$ cat config.mk
export PLATFORM = sky130hd
export DESIGN_NAME = trig_arbiter
export DESIGN_NICKNAME = d
export VERILOG_FILES = /design/src/rtl/trig_pkg.sv /design/src/rtl/rr_arbiter.sv /design/src/rtl/trig_arbiter.sv
export SDC_FILE = /design/constraint.sdc
export NUM_CORES = 1
export LEC_CHECK = 0
export BUFFER_PORTS_ARGS = -buffer_cell sky130_fd_sc_hd__buf_2
export CAP_MARGIN = 30
export CORE_AREA = 2 2 72 74
export CTS_CLUSTER_SIZE = 28
export DETAILED_ROUTE_END_ITERATION = 12
export DIE_AREA = 0 0 74 76
export MAX_ROUTING_LAYER = met4
export PLACE_DENSITY = 0.84
export SYNTH_ARGS = -nofsm -noshare
export SYNTH_HDL_FRONTEND = slang
export SYNTH_SLANG_ARGS = --single-unit
$ cat constraint.sdc
create_clock -name clk -period 5.3 [get_ports clk]
set_input_delay 0.795 -clock clk [delete_from_list [all_inputs] [get_ports clk]]
set_output_delay 0.795 -clock clk [all_outputs]
set_load 0.005 [all_outputs]
$ cat src/rtl/trig_pkg.sv
// Shared constants and the issue-tag type for the trig lookup arbiter.
// Latency: none (types and constants only).
// Backpressure: none.
package trig_pkg;

    localparam int DEG_W    = 12;
    localparam int VAL_W    = 10;
    // Wide enough for the largest supported requester count (8).
    localparam int TAG_ID_W = 3;

    typedef struct packed {
        logic                valid;
        logic [TAG_ID_W-1:0] id;
    } tag_t;

endpackage

$ cat src/rtl/rr_arbiter.sv
// Round-robin one-hot grant over an eligibility vector, starting at ptr_i.
// Latency: purely combinational, grant and next pointer in the same cycle.
// Backpressure: ineligible requesters are skipped; no grant when none eligible.
module rr_arbiter #(
    parameter  int NREQ = 4,
    localparam int IDW  = $clog2(NREQ)
) (
    input  logic [NREQ-1:0] elig_i,
    input  logic [IDW-1:0]  ptr_i,
    output logic [NREQ-1:0] gnt_o,
    output logic            gnt_vld_o,
    output logic [IDW-1:0]  gnt_idx_o,
    output logic [IDW-1:0]  ptr_nxt_o
);

    function automatic logic [IDW-1:0] wrap(input int v);
        return IDW'(v % NREQ);
    endfunction

    // Scan from the farthest offset back to ptr so the nearest eligible index wins.
    always_comb begin
        gnt_o     = '0;
        gnt_vld_o = 1'b0;
        gnt_idx_o = '0;
        for (int off = NREQ - 1; off >= 0; off--) begin
            if (elig_i[wrap(int'(ptr_i) + off)]) begin
                gnt_vld_o = 1'b1;
                gnt_idx_o = wrap(int'(ptr_i) + off);
            end
        end
        if (gnt_vld_o) begin
            gnt_o[gnt_idx_o] = 1'b1;
        end
        ptr_nxt_o = gnt_vld_o ? wrap(int'(gnt_idx_o) + 1) : ptr_i;
    end

endmodule

$ cat src/rtl/trig_arbiter.sv
// Shares one handshake-less trig lookup among NREQ requesters, round-robin, one issue per cycle.
// Latency: accept-to-response TRIG_LAT+1 cycles, responses in issue order.
// Backpressure: per-requester in-flight cap OUTS_MAX gates grants; response side has none.
module trig_arbiter
    import trig_pkg::*;
#(
    parameter  int NREQ     = 4,
    parameter  int TRIG_LAT = 2,
    parameter  int OUTS_MAX = 3,
    localparam int IDW      = $clog2(NREQ)
) (
    input  logic                  clk,
    input  logic                  rst,
    input  logic [NREQ-1:0]       req,
    input  logic [NREQ*DEG_W-1:0] req_degree,
    input  logic [NREQ-1:0]       req_iscos,
    output logic [NREQ-1:0]       gnt,
    output logic [DEG_W-1:0]      trig_degree,
    output logic                  trig_iscos,
    input  logic [VAL_W-1:0]      trig_value,
    output logic                  rsp_valid,
    output logic [IDW-1:0]        rsp_id,
    output logic [VAL_W-1:0]      rsp_value,
    output logic                  busy
);

    logic [IDW-1:0]   ptr_q;
    logic [IDW-1:0]   ptr_d;
    logic [2:0]       cnt_q [NREQ];
    logic [2:0]       cnt_d [NREQ];
    tag_t             tag_q [TRIG_LAT+1];
    tag_t             tag_in;
    tag_t             tag_out;
    logic [DEG_W-1:0] trig_degree_q;
    logic             trig_iscos_q;
    logic             rsp_valid_q;
    logic [IDW-1:0]   rsp_id_q;
    logic [VAL_W-1:0] rsp_value_q;
    logic             busy_q;
    logic             busy_d;
    logic [NREQ-1:0]  elig;
    logic             gnt_vld;
    logic [IDW-1:0]   gnt_idx;

    // The last delay stage lines up with trig_value carrying that request's result.
    assign tag_out = tag_q[TRIG_LAT];

    // A requester may win only while under its in-flight cap; nothing wins during reset.
    always_comb begin
        elig = '0;
        for (int i = 0; i < NREQ; i++) begin
            elig[i] = !rst && req[i] && (cnt_q[i] < 3'(OUTS_MAX));
        end
    end

    rr_arbiter #(.NREQ(NREQ)) u_rr (
        .elig_i    (elig),
        .ptr_i     (ptr_q),
        .gnt_o     (gnt),
        .gnt_vld_o (gnt_vld),
        .gnt_idx_o (gnt_idx),
        .ptr_nxt_o (ptr_d)
    );

    // Tag entering the delay line this cycle; an idle slot carries valid=0.
    always_comb begin
        tag_in       = '0;
        tag_in.valid = gnt_vld;
        tag_in.id    = TAG_ID_W'(gnt_idx);
    end

    // In-flight counts: +1 on issue, -1 when the matching result leaves; both at once cancel.
    always_comb begin
        for (int i = 0; i < NREQ; i++) begin
            cnt_d[i] = cnt_q[i];
            if ((gnt_vld && gnt_idx == IDW'(i)) && !(tag_out.valid && tag_out.id == TAG_ID_W'(i))) begin
                cnt_d[i] = cnt_q[i] + 3'd1;
            end else if (!(gnt_vld && gnt_idx == IDW'(i)) && (tag_out.valid && tag_out.id == TAG_ID_W'(i))) begin
                cnt_d[i] = cnt_q[i] - 3'd1;
            end
        end
    end

    // Busy reflects the current in-flight state, so it trails the last response by a cycle.
    always_comb begin
        busy_d = 1'b0;
        for (int i = 0; i < NREQ; i++) begin
            if (cnt_q[i] != 3'd0) begin
                busy_d = 1'b1;
            end
        end
        for (int j = 0; j <= TRIG_LAT; j++) begin
            if (tag_q[j].valid) begin
                busy_d = 1'b1;
            end
        end
    end

    // State: pointer, counters, trig operands, tag delay line and response registers.
    always_ff @(posedge clk) begin
        if (rst) begin
            ptr_q         <= '0;
            trig_degree_q <= '0;
            trig_iscos_q  <= 1'b0;
            rsp_valid_q   <= 1'b0;
            rsp_id_q      <= '0;
            rsp_value_q   <= '0;
            busy_q        <= 1'b0;
            for (int i = 0; i < NREQ; i++) begin
                cnt_q[i] <= '0;
            end
            for (int j = 0; j <= TRIG_LAT; j++) begin
                tag_q[j] <= '0;
            end
        end else begin
            ptr_q  <= ptr_d;
            busy_q <= busy_d;
            for (int i = 0; i < NREQ; i++) begin
                cnt_q[i] <= cnt_d[i];
            end
            if (gnt_vld) begin
                trig_degree_q <= req_degree[int'(gnt_idx)*DEG_W +: DEG_W];
                trig_iscos_q  <= req_iscos[gnt_idx];
            end
            tag_q[0] <= tag_in;
            for (int j = 1; j <= TRIG_LAT; j++) begin
                tag_q[j] <= tag_q[j-1];
            end
            rsp_valid_q <= tag_out.valid;
            if (tag_out.valid) begin
                rsp_id_q    <= tag_out.id[IDW-1:0];
                rsp_value_q <= trig_value;
            end
        end
    end

    assign trig_degree = trig_degree_q;
    assign trig_iscos  = trig_iscos_q;
    assign rsp_valid   = rsp_valid_q;
    assign rsp_id      = rsp_id_q;
    assign rsp_value   = rsp_value_q;
    assign busy        = busy_q;

endmodule

## Word-level counts from Yosys, hierarchy flattened

Memories as Yosys holds them, arrays and structs flattened.
Index checks and enable logic that the tools add are counted.

- Add/sub/neg operators: 12
- Multipliers: 1
- Magnitude comparators: 10
- Eq/ne operators: 6
- Shift operators: 1
- Multiplexer cells: 46
- Bitwise gates (word level): 7
- Reductions and logical operators: 40

Operators with widths:

| cell | count |
|---|---|
| $shiftx 48x7->12 | 1 |
| $mux 3 | 12 |
| $logic_and 1x1->1 | 25 |
| $mux 1 | 20 |
| $mux 4 | 4 |
| $lt 2x3->1 const B | 5 |
| $add 3x1->3 const B | 4 |
| $lt 3x2->1 const B | 4 |
| $reduce_bool 3->1 | 4 |
| $sub 3x1->3 const B | 4 |
| $bmux 1 s2 | 5 |
| $logic_not 1->1 | 9 |
| $mux 2 | 4 |
| $or 1x1->1 | 7 |
| $eq 3x2->1 const B | 2 |
| $add 2x1->2 const B | 2 |
| $add 2x2->2 const B | 2 |
| $eq 2x2->1 const B | 2 |
| $mul 2x2->4 const B | 1 |
| $eq 3x1->1 const B | 1 |
| $logic_not 3->1 | 1 |
| $demux 1 s2 | 1 |
| $eq 2x1->1 const B | 1 |
| $ge 2x1->1 const B | 1 |
| $logic_not 2->1 | 1 |

- Bits in registers: 29
- RAM bits: 24
- Bits of input ports: 68
- Memories: 2

Memories:

| memory | depth | bits a word | rd ports | clocked after memory_dff | wr ports | line | source |
|---|---|---|---|---|---|---|---|
| cnt_q | 4 | 3 | 4 | 0 | 4 | trig_arbiter.sv:29 | `logic [2:0] cnt_q [NREQ];` |
| tag_q | 3 | 4 | 3 | 0 | 3 | trig_arbiter.sv:31 | `tag_t tag_q [TRIG_LAT+1];` |

## Logic depth before layout (Yosys ltp)

- Depth after elaboration: 16
- Gate-level depth with buffers: 14
- Depth with buffers taken out: 12

## Cells and area by module

A second synthesis with hierarchy kept.

- Cell total of the unflattened synthesis: 283
- Area, all modules: 2685.1 µm²

Modules (own cells, without submodules):

| module | times used | cells an instance | area each (µm²) | seq. area each (µm²) |
|---|---|---|---|---|
| trig_arbiter | 1 | 248 | 2424.8 | 1001.0 |
| rr_arbiter | 1 | 35 | 260.2 | 0.0 |

## Worst setup path before layout

OpenSTA, ideal clock, no wires.

- Kind: input -> register
- Start: in rst
- End: mem cnt_q[0][2]
- Setup time: 71 ps
- Arrival: 3364 ps
- Required time: 5229 ps
- Slack: 1866 ps
- Stages on the path: 13
- Cell sequence: or3b_4 > a21oi_4 > mux2i_1 > o211ai_2 > buf_4 > inv_2 > nor2_1 > ha_1 > inv_1 > fa_1 > xor2_1 > or3_1 > a21oi_1

RTL lines:

| item | line | source |
|---|---|---|
| start: declaration | trig_arbiter.sv:13 | `input logic rst,` |
| end: declaration | trig_arbiter.sv:29 |  |

==> impl_metrics.csv <==
group,metric,value,unit
timing,setup_ws,1.715,ns
clock_network,ctsResizeCount,0,
power_and_ir_drop,vdd_drop_max,0.1989,mV
timing,finalHoldViolations,0,
synthesis,syn_nets,317,
synthesis,synth_area,2462,um^2
layout,multiInputGateArea,1346,um^2
timing,finalCritPeriodShare,67.65,%
clock_network,clkTransAtPathRegs,0.08,ns
layout,drive_gt1_share,37.31,%
global_route,overflow,0,
timing,clock.fmax,278.9,MHz
synthesis,synth_area_leader_cell,"dfxtp_1",
clock_network,cts_setup_buffers,0,
setup_path,startpoint_type,"primary input",
floorplan,core,4912,um^2
clock_network,htreeDepth,2,
timing,slew_viol_final,0,
timing,fin_crit,3.585,ns
clock_network,cts_root_buffer,"clkbuf_8",
setup_path,critical_path_class,"in2reg",
layout,nets,411,
worst_hold_path,hold_path.startpoint,"tag_q[0][4]$_SDFF_PP0_",
route,vias,2057,
route,via_per_inst,5.079,
route,drtIter0Drc,119,
floorplan,boundaryPins,99,
global_route,grt_max_degree,40,
setup_path,required,5.53,ns
synthesis,syn-instance-count,241,
synthesis,yosys-top-cells-area,"dfxtp_1 41%, mux2i_1 17%, o221ai_2 4.9%, nor2_1 4.0%, fa_1 3.3%",
synthesis,synth_seq_cells,50,
placement,dp_hpwl,4061,um
route,drc_errors,0,
floorplan,die_y,76,um
layout,seq_area,1001,um^2
timing,tightest_slew,0.8582,ns
route,postRouteAntennaNets,0,
placement,gp_congestion,0.8337,
synthesis,seq_area_frac_synth,40.65,%
clock_network,ctsHoldBuffers,0,
layout,nFillCells,401,
floorplan,rows,26,
layout,mostFrequentLayoutCells,"98 x buf_2, 50 x dfxtp_1, 43 x mux2i_1",
global_route,track_usage,20.58,%
setup_path,cp.arrival,3.81,ns
setup_path,r2r-start,"cnt_q[2][2]$_SDFFE_PP0P_",
route,routedWlPerCell,12.93,um
global_route,grt_pass1_wl,8832,um
timing,fin_tns_setup,0,ns
placement,dp_worst_setup_slack,0.9401,ns
timing,finalClockSkew,0.008849,ns
route,first_pass_iters,4,
floorplan,initial_core_util,50.13,%
clock_network,cts.sinks,50,
clock_network,clockBufferDepth,2,
setup_path,worstSetupEndpointType,"register",
global_route,antenna_found_initial,0,
run,max-cap-violations,0,
synthesis,synth_top_area_share,40.65,%
clock_network,worstSkewPairLatency,0.31,ns
floorplan,die_area,5624,um^2
timing,max-slew-margin-rel,42.71,%
synthesis,ys_types,41,
layout,n_antenna_cell,0,
clock_network,cts_buffers,5,
layout,final_common_cell,"buf_2",
worst_hold_path,hold_class,"reg2reg",
placement,portBuffers,98,
synthesis,syn_avg_cell_area,10.22,um^2
setup_path,cp_max_fo,39,
timing,finalSetupViolCount,0,
synthesis,synth_warnings,0,
layout,syn_to_final_growth,24.34,%
floorplan,die_x,74,um
setup_path,critPathLaunch,"rst",
timing,rsz0062_at_grt,"no",
route,drt-total-wl,5235,um
clock_network,cts_tree,"done",
outcome,run_status,"complete, no violations",
power_and_ir_drop,p_per_area,366.8,nW/um^2
power_and_ir_drop,p_leak,1.368,nW
layout,utilization,62.33,%
global_route,first_global_vias,1923,
[cells in the mapped netlist]
master	instances
xor2_1	8
nand3b_1	3
a311oi_2	1
o211ai_2	1
nor3b_1	1
nor2_1	26
o21ai_1	3
o221ai_1	5
ha_1	4
nor2b_1	8
o21ai_0	4
a21oi_1	6
or4b_1	1
or3_1	4
or3b_4	1
clkbuf_1	5
mux2i_1	43
fa_1	4
nand3_1	4
and3_4	1
nor3_1	1
or3b_2	1
nor4_1	3
a21oi_4	1
and2_1	2
buf_6	2
nor2_2	1
inv_2	1
buf_12	1
a41oi_1	1
o221ai_2	8
o31a_1	1
a211oi_1	1
dfxtp_1	50
nand2_1	18
o211ai_1	2
buf_4	4
nor2_4	1
buf_2	1
inv_1	7
nand2_2	1
[routing by layer]
| layer | vias up | wire (um) | track usage (%) |
|---|---|---|---|
| li1 | 1039 | - | - |
| met1 | 931 | 2262 | 24.98 |
| met2 | 80 | 2588 | 33.57 |
| met3 | 7 | 317 | 5.423 |
| met4 | 0 | 67 | 5.455 |
| met5 | - | 0 | - |
[worst max-delay path: stages]
cell and delay [ns]:
buf_2 0.32, or3b_4 0.49, a211oi_1 0.29, o21ai_1 0.13, o211ai_2 0.11, buf_8 0.21, inv_2 0.05, nor2_1 0.18
ha_1 0.21, inv_1 0.06, fa_1 0.37, xor2_1 0.15, or3_1 0.30, a21oi_1 0.14
[cell type report]
cell class                      instances  area share [%]
Multi-Input combinational cell        170           43.97
Sequential cell                        50           32.69
Timing Repair Buffer                  100           16.76
Tap cell                               70           2.861
Clock buffer                            5           2.248
Inverter                                8          0.9808
Clock inverter                          2          0.4904
[through the flow]
| stage | cell area [um^2] | total power, mW | hold WS (ns) | std cells |
|---|---|---|---|---|
| 2_1_floorplan | 2462 | 0.7998 | 0.4138 | 241 |
| 3_3_place_gp | 2963 | 0.8959 | 0.4163 | 397 |
| 3_5_place_dp | 2963 | 0.9106 | 0.4272 | 397 |
| 4_1_cts | 3047 | 1.128 | 0.4519 | 404 |
| 5_1_grt | 3062 | 1.199 | 0.4598 | 405 |
| 6_report | 3062 | 1.123 | 0.4443 | 405 |
[kinds of logic (layout without fill, tap and decap cells)]
| family | after synthesis | count (layout) | synth area share (%) |
|---|---|---|---|
| adder cells (fa/ha/maj) | 8 | 8 | 5.285 |
| XOR/XNOR | 8 | 8 | 2.846 |
| flip-flops | 50 | 50 | 40.65 |
| AO/OA/AOI/OAI | 34 | 34 | 12.70 |
| AND/OR/NAND/NOR | 77 | 77 | 15.90 |
| multiplexers | 43 | 43 | 17.48 |
| buffers and inverters | 21 | 115 | 5.132 |
[power breakdown]
group / switching (mW) / total, mW / internal, mW
clock: 0.123 / 0.213 / 0.0902
sequential: 0.0687 / 0.523 / 0.454
combinational: 0.191 / 0.387 / 0.196
[state kept, by name (all words and copies together), names as in the netlist]
signal / cells
trig_iscos: 1
ptr_q: 2
rsp_value: 10
busy: 1
cnt_q: 12
trig_degree: 12
tag_q: 9
rsp_valid: 1
rsp_id: 2
[worst paths after layout]
check	endpoint	slack, ns	cells past startpoint
worst min register to register	tag_q[0][8]$_SDFF_PP0_	0.44	1
worst max register to register	cnt_q[0][2]$_SDFFE_PP0P_	2.24	13
worst max-delay path	cnt_q[0][2]$_SDFFE_PP0P_	1.71	14
worst min-delay path	tag_q[0][8]$_SDFF_PP0_	0.44	1
Note: power is estimated with default switching activity, not from simulation.
